File: src/rtl/div_collect_pkg.sv
// Shared definitions for the divider result collector.
// Holds the default operand widths and the layout of one collected result.
package div_collect_pkg;

    localparam int DEF_Z_WIDTH = 16;
    localparam int DEF_D_WIDTH = DEF_Z_WIDTH / 2;
    localparam int DEF_Q_WIDTH = DEF_D_WIDTH + 1;

    // One collected divider result together with the operands that produced it
    typedef struct packed {
        logic [DEF_Z_WIDTH-1:0] z;
        logic [DEF_D_WIDTH-1:0] d;
        logic [DEF_Q_WIDTH-1:0] q;
        logic [DEF_Q_WIDTH-1:0] s;
        logic                   ovf;
        logic                   div0;
        logic                   mismatch;
    } rec_t;

endpackage

File: src/rtl/div_collect_fifo.sv
// Small synchronous FIFO of result records.
// Pointers carry one extra wrap bit so full and empty are told apart without a
// separate occupancy register. The head reads as all-zero while the FIFO is empty.
module div_collect_fifo
    import div_collect_pkg::*;
#(
    parameter int  DEPTH = 4,
    parameter type T     = rec_t
) (
    input  logic                     clk,
    input  logic                     rst_n,
    input  logic                     push_i,
    input  logic                     pop_i,
    input  T                         wdata_i,
    output T                         rdata_o,
    output logic                     full_o,
    output logic                     empty_o,
    output logic [$clog2(DEPTH):0]   count_o
);

    localparam int AW = $clog2(DEPTH);

    T               mem_q [DEPTH];
    logic [AW:0]    wr_q, wr_d;
    logic [AW:0]    rd_q, rd_d;
    logic           do_push;
    logic           do_pop;

    assign full_o  = (wr_q[AW] != rd_q[AW]) && (wr_q[AW-1:0] == rd_q[AW-1:0]);
    assign empty_o = (wr_q == rd_q);
    assign count_o = wr_q - rd_q;

    // A push into a full FIFO is only taken when the head leaves on the same edge
    assign do_push = push_i & (~full_o | pop_i);
    assign do_pop  = pop_i & ~empty_o;

    // Next-state pointer arithmetic
    always_comb begin
        wr_d = wr_q + (AW+1)'(do_push);
        rd_d = rd_q + (AW+1)'(do_pop);
    end

    // Pointer registers
    always_ff @(posedge clk or negedge rst_n) begin
        if (!rst_n) begin
            wr_q <= '0;
            rd_q <= '0;
        end else begin
            wr_q <= wr_d;
            rd_q <= rd_d;
        end
    end

    // Storage; contents are only meaningful between the read and write pointers
    always_ff @(posedge clk) begin
        if (do_push) begin
            mem_q[wr_q[AW-1:0]] <= wdata_i;
        end
    end

    assign rdata_o = empty_o ? '0 : mem_q[rd_q[AW-1:0]];

endmodule

File: src/rtl/div_result_collector.sv
// Collects results from the pipelined divider and re-attaches the operands
// that produced them. Every issued operand pair travels down a tag delay line
// as long as the divider latency; when it reaches the tail the divider output
// on that cycle belongs to it and the pair is written into a result FIFO.
// Issue is credit-limited so the FIFO can always absorb what is in flight.
// Build option: define DIV_COLLECT_CHECK_EN to recompute each result and flag
// disagreements on out_mismatch; without it out_mismatch is tied low.
module div_result_collector
    import div_collect_pkg::*;
#(
    parameter int Z_WIDTH    = DEF_Z_WIDTH,
    parameter int D_WIDTH    = Z_WIDTH / 2,
    parameter int PIPELINE   = D_WIDTH + 4,
    parameter int FIFO_DEPTH = 4
) (
    input  logic               clk,
    input  logic               rst_n,
    input  logic               in_valid,
    output logic               in_ready,
    input  logic [Z_WIDTH-1:0] in_z,
    input  logic [D_WIDTH-1:0] in_d,
    input  logic [D_WIDTH:0]   div_q,
    input  logic [D_WIDTH:0]   div_s,
    input  logic               div_ovf,
    input  logic               div_div0,
    output logic               out_valid,
    input  logic               out_ready,
    output logic [Z_WIDTH-1:0] out_z,
    output logic [D_WIDTH-1:0] out_d,
    output logic [D_WIDTH:0]   out_q,
    output logic [D_WIDTH:0]   out_s,
    output logic               out_ovf,
    output logic               out_div0,
    output logic               out_mismatch,
    output logic               overrun_err
);

    localparam int Q_WIDTH = D_WIDTH + 1;
    localparam int CNT_W   = $clog2(FIFO_DEPTH) + 1;

    typedef struct packed {
        logic [Z_WIDTH-1:0] z;
        logic [D_WIDTH-1:0] d;
        logic [Q_WIDTH-1:0] q;
        logic [Q_WIDTH-1:0] s;
        logic               ovf;
        logic               div0;
        logic               mismatch;
    } entry_t;

    logic [PIPELINE-1:0] vld_q;
    logic [Z_WIDTH-1:0]  z_q  [PIPELINE];
    logic [D_WIDTH-1:0]  dv_q [PIPELINE];
    logic [CNT_W-1:0]    inflight_q, inflight_d;
    logic                overrun_q, overrun_d;

    logic                accept;
    logic                tail_vld;
    logic                pop;
    logic                push_ok;
    logic                push_drop;
    logic                mism;
    logic                fifo_full;
    logic                fifo_empty;
    logic [CNT_W-1:0]    fifo_count;
    entry_t              wr_ent;
    entry_t              head;

`ifdef DIV_COLLECT_CHECK_EN
    // Reference division; results flagged by the divider itself are not judged
    function automatic logic golden_mismatch(
        input logic [Z_WIDTH-1:0] z,
        input logic [D_WIDTH-1:0] d,
        input logic [Q_WIDTH-1:0] q,
        input logic [Q_WIDTH-1:0] s,
        input logic               ovf,
        input logic               div0
    );
        logic [Z_WIDTH-1:0] dz;
        logic [Z_WIDTH-1:0] qf;
        logic [Z_WIDTH-1:0] rf;
        if (ovf || div0 || (d == '0)) begin
            return 1'b0;
        end
        dz = Z_WIDTH'(d);
        qf = z / dz;
        rf = z - dz * qf;
        return (Q_WIDTH'(qf) != q) || (Q_WIDTH'(rf) != s);
    endfunction
`endif

    // Credits come from registered state only, so in_ready never depends on out_ready
    assign in_ready = (int'(inflight_q) + int'(fifo_count)) < FIFO_DEPTH;
    assign accept   = in_valid & in_ready;
    assign tail_vld = vld_q[PIPELINE-1];
    assign pop      = out_valid & out_ready;

    // The credit bound keeps this from happening; if it does the result is lost and flagged
    assign push_ok   = tail_vld & (~fifo_full | pop);
    assign push_drop = tail_vld & fifo_full & ~pop;

`ifdef DIV_COLLECT_CHECK_EN
    assign mism = golden_mismatch(z_q[PIPELINE-1], dv_q[PIPELINE-1], div_q, div_s, div_ovf, div_div0);
`else
    assign mism = 1'b0;
`endif

    // Valid bits of the tag delay line; reset discards every tracked operation
    always_ff @(posedge clk or negedge rst_n) begin
        if (!rst_n) begin
            vld_q <= '0;
        end else begin
            vld_q <= {vld_q[PIPELINE-2:0], accept};
        end
    end

    // Operand payload of the delay line, only meaningful where the valid bit is set
    always_ff @(posedge clk) begin
        z_q[0]  <= in_z;
        dv_q[0] <= in_d;
        for (int i = 1; i < PIPELINE; i++) begin
            z_q[i]  <= z_q[i-1];
            dv_q[i] <= dv_q[i-1];
        end
    end

    // In-flight count and sticky overrun flag next-state
    always_comb begin
        inflight_d = inflight_q + CNT_W'(accept) - CNT_W'(tail_vld);
        overrun_d  = overrun_q | (in_valid & ~in_ready) | push_drop;
    end

    // In-flight count and sticky overrun flag registers
    always_ff @(posedge clk or negedge rst_n) begin
        if (!rst_n) begin
            inflight_q <= '0;
            overrun_q  <= 1'b0;
        end else begin
            inflight_q <= inflight_d;
            overrun_q  <= overrun_d;
        end
    end

    // Pair the delay-line tail with the divider output of the same cycle
    always_comb begin
        wr_ent          = '0;
        wr_ent.z        = z_q[PIPELINE-1];
        wr_ent.d        = dv_q[PIPELINE-1];
        wr_ent.q        = div_q;
        wr_ent.s        = div_s;
        wr_ent.ovf      = div_ovf;
        wr_ent.div0     = div_div0;
        wr_ent.mismatch = mism;
    end

    div_collect_fifo #(
        .DEPTH (FIFO_DEPTH),
        .T     (entry_t)
    ) u_fifo (
        .clk     (clk),
        .rst_n   (rst_n),
        .push_i  (push_ok),
        .pop_i   (pop),
        .wdata_i (wr_ent),
        .rdata_o (head),
        .full_o  (fifo_full),
        .empty_o (fifo_empty),
        .count_o (fifo_count)
    );

    assign out_valid    = ~fifo_empty;
    assign out_z        = head.z;
    assign out_d        = head.d;
    assign out_q        = head.q;
    assign out_s        = head.s;
    assign out_ovf      = head.ovf;
    assign out_div0     = head.div0;
    assign out_mismatch = head.mismatch;
    assign overrun_err  = overrun_q;

endmodule

File: config.mk
export PLATFORM = sky130hd
export DESIGN_NAME = div_result_collector
export DESIGN_NICKNAME = d
export VERILOG_FILES = /design/src/rtl/div_collect_pkg.sv /design/src/rtl/div_collect_fifo.sv /design/src/rtl/div_result_collector.sv
export SDC_FILE = /design/constraint.sdc
export NUM_CORES = 1
export LEC_CHECK = 0
export CELL_PAD_IN_SITES_DETAIL_PLACEMENT = 1
export CELL_PAD_IN_SITES_GLOBAL_PLACEMENT = 2
export CORE_MARGIN = 3
export CORE_UTILIZATION = 45
export DETAILED_ROUTE_END_ITERATION = 16
export PLACE_DENSITY = 0.82
export RECOVER_POWER = 100
export SLEW_MARGIN = 30
export SYNTH_ARGS = -nofsm -noshare
export SYNTH_HDL_FRONTEND = slang
export SYNTH_SLANG_ARGS = --single-unit
File: constraint.sdc
create_clock -name clk -period 12.8 [get_ports clk]
set_clock_uncertainty 0.05 [all_clocks]
set_input_delay 2.56 -clock clk [delete_from_list [all_inputs] [get_ports clk]]
set_output_delay 2.56 -clock clk [all_outputs]
set_load 0.03 [all_outputs]
### Word-level counts from Yosys, hierarchy flattened

Memory sizes are Yosys's and may differ from the RTL's.
Index checks and enable logic that the tools add are counted.

| word-level totals | value |
|---|---|
| register bits | 22 |
| RAM bits | 464 |
| bits of input ports | 48 |
| word-level logic and storage cells | 37 |
| memories kept | 3 |

| operators by class | value |
|---|---|
| $add $sub $neg | 6 |
| magnitude comparators | 1 |
| eq/ne operators | 3 |
| muxes and demuxes | 3 |
| bitwise operators | 15 |
| reductions and logical operators | 1 |

Memories:

| memory | depth | bits a word | rd ports | clocked after memory_dff | write ports | RTL line | source |
|---|---|---|---|---|---|---|---|
| z_q | 12 | 16 | 12 | 0 | 12 | div_result_collector.sv:52 | `logic [Z_WIDTH-1:0] z_q [PIPELINE];` |
| u_fifo.mem_q | 4 | 44 | 1 | 0 | 1 | div_collect_fifo.sv:23 | `T mem_q [DEPTH];` |
| dv_q | 12 | 8 | 12 | 0 | 12 | div_result_collector.sv:53 | `logic [D_WIDTH-1:0] dv_q [PIPELINE];` |

Operator list:

| cell | number |
|---|---|
| $mux 45 | 1 |
| $add 3x1->3 | 3 |
| $and 1x1->1 | 8 |
| $add 3x3->4 | 1 |
| $lt 4x3->1 const B | 1 |
| $not 1->1 | 4 |
| $eq 3x3->1 | 1 |
| $or 1x1->1 | 3 |
| $sub 3x1->3 | 1 |
| $sub 3x3->3 | 1 |
| $eq 2x2->1 | 1 |
| $mux 1 | 2 |
| $logic_and 1x1->1 | 1 |
| $ne 1x1->1 | 1 |

### Logic depth before layout (Yosys ltp)

| logic depth | value |
|---|---|
| depth in word-level cells | 8 |
| gate-level depth with buffers | 15 |
| mapped depth without buffers | 15 |

### By module

A second synthesis with hierarchy kept.

| second synthesis, totals | value |
|---|---|
| cell total of the unflattened synthesis | 653 |
| area total of the unflattened synthesis | 13,669.4 um^2 |

By module, submodules not included:

| module | instances | cells each | area an instance (um^2) | sequential area each (um^2) |
|---|---|---|---|---|
| div_collect_fifo | 1 | 327 | 7,322.0 | 5,555.3 |
| div_result_collector | 1 | 326 | 6,347.3 | 6,165.9 |

### Worst setup path before layout

OpenSTA, ideal clock, no wires.

| path | value |
|---|---|
| path type | input to register |
| start | input out_ready |
| end | memory u_fifo.mem_q[2][0] (netlist bit), enable pin |
| library setup time | 0.509 ns |
| arrival | 5.977 ns |
| required time | 12.241 ns |
| slack | 6.264 ns |
| stages | 2 |
| path buffers | 0 |
| path through | o31ai_1 nor3b_1 |

| between the ends | value |
|---|---|
| longest elaborated chain between the ends | 6 |

Ends and longest elaborated chain:

| item | RTL line | source |
|---|---|---|
| start, declared | div_result_collector.sv:27 | `input logic out_ready,` |
| $and 1x1->1 * | div_result_collector.sv:96 | `assign pop = out_valid & out_ready;` |
| $or 1x1->1 * | div_collect_fifo.sv:34, div_result_collector.sv:99 |  |
| $and 1x1->1 | div_result_collector.sv:99 | `assign push_ok = tail_vld & (~fifo_full \| pop);` |
| $and 1x1->1 * | div_collect_fifo.sv:34 | `assign do_push = push_i & (~full_o \| pop_i);` |
| $mux 1 * | div_collect_fifo.sv:56 | `if (do_push) begin` |
| $mux 1 (not written as such) * | div_collect_fifo.sv:57 | `mem_q[wr_q[AW-1:0]] <= wdata_i;` |
| end, declared | div_collect_fifo.sv:23 |  |

Mark *: on every way between the ends. The rest lies on a longest branch, timed or not.

### Worst setup path after layout

| path | value |
|---|---|
| start | register u_fifo.rd_q[0] |
| end | output in_ready |

| between the ends | value |
|---|---|
| longest elaborated chain between the ends | 3 |

Ends and longest elaborated chain:

| item | RTL line | source |
|---|---|---|
| start, declared | div_collect_fifo.sv:25 | `logic [AW:0] rd_q, rd_d;` |
| start signal, assigned | div_collect_fifo.sv:50 | `rd_q <= rd_d;` |
| $sub 3x3->3 | div_collect_fifo.sv:31 | `assign count_o = wr_q - rd_q;` |
| $add 3x3->4 | div_result_collector.sv:93 | `assign in_ready = (int'(inflight_q) + int'(fifo_count)) < FIFO_DEPTH;` |
| $lt 4x3->1 | div_result_collector.sv:93 |  |
| end, declared | div_result_collector.sv:19 | `output logic in_ready,` |

Every way passes these cells.

==> impl_results.md <==
- Outcome: finished, violations left
- Failing checks: capacitance limit, slew limit
- Core footprint: 29800 um^2
- # fillers: 2609
- Reg-to-Reg End: u_fifo.mem_q[3][32]
- Final setup TNS: 0 ns
- Max rail drop VDD: 130 uV
- Clk Latency, worst-skew pair: 0.54 ns
- Min-delay worst type: reg2reg
- Setup slack, reg-to-reg: 5.75 ns
- Rows: 63
- Post-synthesis cell area: 13700 um^2
- Ratio of cells with drive above 1 in the final layout: 19.6%
- Placed Area: 15000 um^2
- Antenna violations before repair: 0
- CP startpoint kind: flip-flop
- Routed wire length: 20900 um
- Worst Path Arrival: 6.19 ns
- Synth cell types: 29
- First-pass GRT wire length: 33200 um
- Hold Path Depth: 0
- Seq/Total Area, Yosys: 84.6%
- Crit end category: output pin
- Max-slew violations: 195
- Routed vias/inst: 4.58
- Hpwl dp: 12200 um
- Max Used Layer: met4
- Max Freq: 0.114 GHz
- MaxCap Viol Count: 6
- Pin count of the biggest net entering global routing: 47
- Setup Buffers After CTS: 0
- Die height: 181 um
- Number of synthesized register bits: 486
- DRC: 0
- Final Hold Vio Count: 0
- IO buf count: 94
- Area Growth Syn to Fin: 20.3%
- Crit path required time: 10.19 ns
- Tot Pwr: 4.25 mW
- Hold Crit Start: dv_q[0][11]
- Post-synthesis instance total: 634
- CTS resizes: 0
- Clock-pin slew on the worst setup and hold paths: 0.06 ns
- First-pass DRT Iterations: 4
- GP Congestion: 0.701
- Initial Utilization: 46.0%
- Cells on worst reg2reg path: 6
- PD cells: 258 nW/um^2
- Setup Viol. Count Final: 0
- GRT Util Overall: 12.9%
- Drt first-iter violations: 331
- Slew HR: -93.2%
- Clock buffer count from CTS: 45
- Min Tclk post-route: 8.80 ns
- Vias in the first global route: 6130
- Htree depth: 2
- Routed wl met2: 10900 um
- Drt wl/cell: 17.6 um
- Static leakage: 6.27 nW
- I/O Pins: 96
- Syn_nets: 694
- Slew @ Worst Pin: 2.90 ns
- Mapped Avg Cell Area: 21.6 um^2
- Crit Reg-Reg Startpoint: u_fifo.rd_q[0]
- Post-place setup slack: 6.71 ns
- Yosys warnings: 0
- Max clock buf depth: 3
- GR Overflow Total: 0
- Design Area, Final: 16500 um^2
- CTS tree: done
- Clk sink count: 486
- Via count: 5447
- Die area: 32600 um^2
- Die width: 181 um
- Final worst setup slack: 4.00 ns
- Final period util: 68.7%
- Unrepaired setup endpoints after global routing: no
- WHS Endpoint: dv_q[0][19]
- Critical setup path kind: reg2out
- Metal-1 WL: 8500 um
- Root buf cell: clkbuf_16
- Post-CTS Hold Buffers: 0
- Final ANT Viol Nets: 0
- Nets@finish: 826
- Met3 Routed Length: 1030 um
- Critical Path Fanout Max: 32
## layer usage
layer / vias to the layer above / track usage [%]
met4: 0 / 3.56
met2: 142 / 23.6
met5: - / 0
met3: 42 / 3.05
met1: 2745 / 15.3
li1: 2518 / -
## kinds of logic (layout without fill, tap and decap cells)
| group | Yosys count | after routing | synth area share [%] |
|---|---|---|---|
| XOR/XNOR | 6 | 6 | 0.438 |
| multiplexers | 44 | 44 | 7.23 |
| AND/OR/NAND/NOR | 57 | 57 | 4.74 |
| buffers and inverters | 26 | 191 | 1.62 |
| AO/OA/AOI/OAI | 2 | 2 | 0.119 |
| other | 1 | 2 | 0.0274 |
| flip-flops | 486 | 486 | 84.6 |
| adder cells (fa/ha/maj) | 12 | 12 | 1.20 |
## cell usage after synthesis (all sizes together)
cell      n  share of area (%)
o31ai     1              0.055
dfxtp   288                 42
nor3b     1              0.055
o221ai    1              0.064
and2      1              0.046
xor2      3               0.19
nand4b    1              0.064
xnor2     3               0.25
dfrtp    22                4.0
ha       10               0.91
and3      1              0.046
nor4      1              0.091
mux4     44                7.2
edfxtp  176                 39
nor2      1              0.027
fa        2               0.29
conb      1              0.027
and3b     1              0.064
buf      16                1.3
nand2     3              0.082
nor3      2              0.073
nor2b    45                4.2
inv      10               0.27
## placed cells by master (no fill, tap or decap), drive strengths merged, types with 2 or more instances in the layout
| master | Yosys | layout |
|---|---|---|
| bufinv | 0 | 3 |
| clkbuf | 0 | 74 |
| clkdlybuf4s50 | 0 | 3 |
| clkinv | 0 | 10 |
| dfrtp | 22 | 22 |
| dfxtp | 288 | 288 |
| dlygate4sd3 | 0 | 90 |
| edfxtp | 176 | 176 |
| fa | 2 | 2 |
| ha | 10 | 10 |
| inv | 10 | 10 |
| mux4 | 44 | 44 |
| nand2 | 3 | 3 |
| nor2b | 45 | 45 |
| nor3 | 2 | 2 |
| xnor2 | 3 | 3 |
| xor2 | 3 | 3 |
## worst max-delay path: stages (launching register included)
cell           delay (ns)
dfrtp_1              0.95
clkbuf_1             1.98
ha_1                 0.42
inv_1                0.07
fa_1                 0.38
xor2_1               0.17
ha_1                 0.29
nor4_1               0.56
dlygate4sd3_1        0.83
## through the flow
step | utilization (%) | hold slack, ns | instances
CTS | 55.5 | 0.269 | 1188
global placement | 50.4 | 0.260 | 1108
global route | 55.3 | 0.275 | 1189
detailed placement | 50.5 | 0.263 | 1108
floorplan | - | 0.260 | 634
finish | 55.3 | 0.269 | 1190
## final cells by class
type,count,area (um^2),area share [%]
clock inverter,13,149,0.903
tap,390,488,2.96
inverter,10,37.5,0.228
timing repair buffer,101,965,5.85
multi-input combinational,122,1900,11.5
clock buffer,67,1340,8.14
antenna,1,2.50,0.0152
sequential,486,11600,70.4
## registers in the layout (all words and copies together) (netlist names)
name / flops
dv_q: 96
vld_q: 12
inflight_q: 3
u_fifo.wr_q: 3
z_q: 192
u_fifo.rd_q: 3
u_fifo.mem_q: 176
overrun_err: 1
## power breakdown
part / switching, mW / internal [mW] / total [mW] / leakage, nW
combinational: 0.610 / 0.507 / 1.12 / 1.24
clock: 0.522 / 0.784 / 1.31 / 0.737
sequential: 0.0904 / 1.73 / 1.82 / 4.29
total: 1.22 / 3.02 / 4.25 / 6.27
## how the worst max path moves through the flow
| stage | start | to | depth (start not counted) |
|---|---|---|---|
| 2_1_floorplan | out_ready | u_fifo.mem_q[2][0] | 2 |
| 3_3_place_gp | u_fifo.rd_q[1] | out_z[15] | 6 |
| 5_1_grt | u_fifo.rd_q[0] | in_ready | 8 |
| 4_1_cts | u_fifo.rd_q[1] | out_s[0] | 6 |
| 6_report | u_fifo.rd_q[0] | in_ready | 8 |
| 3_5_place_dp | u_fifo.rd_q[1] | out_s[0] | 6 |
(Power assumes the default switching activity.)
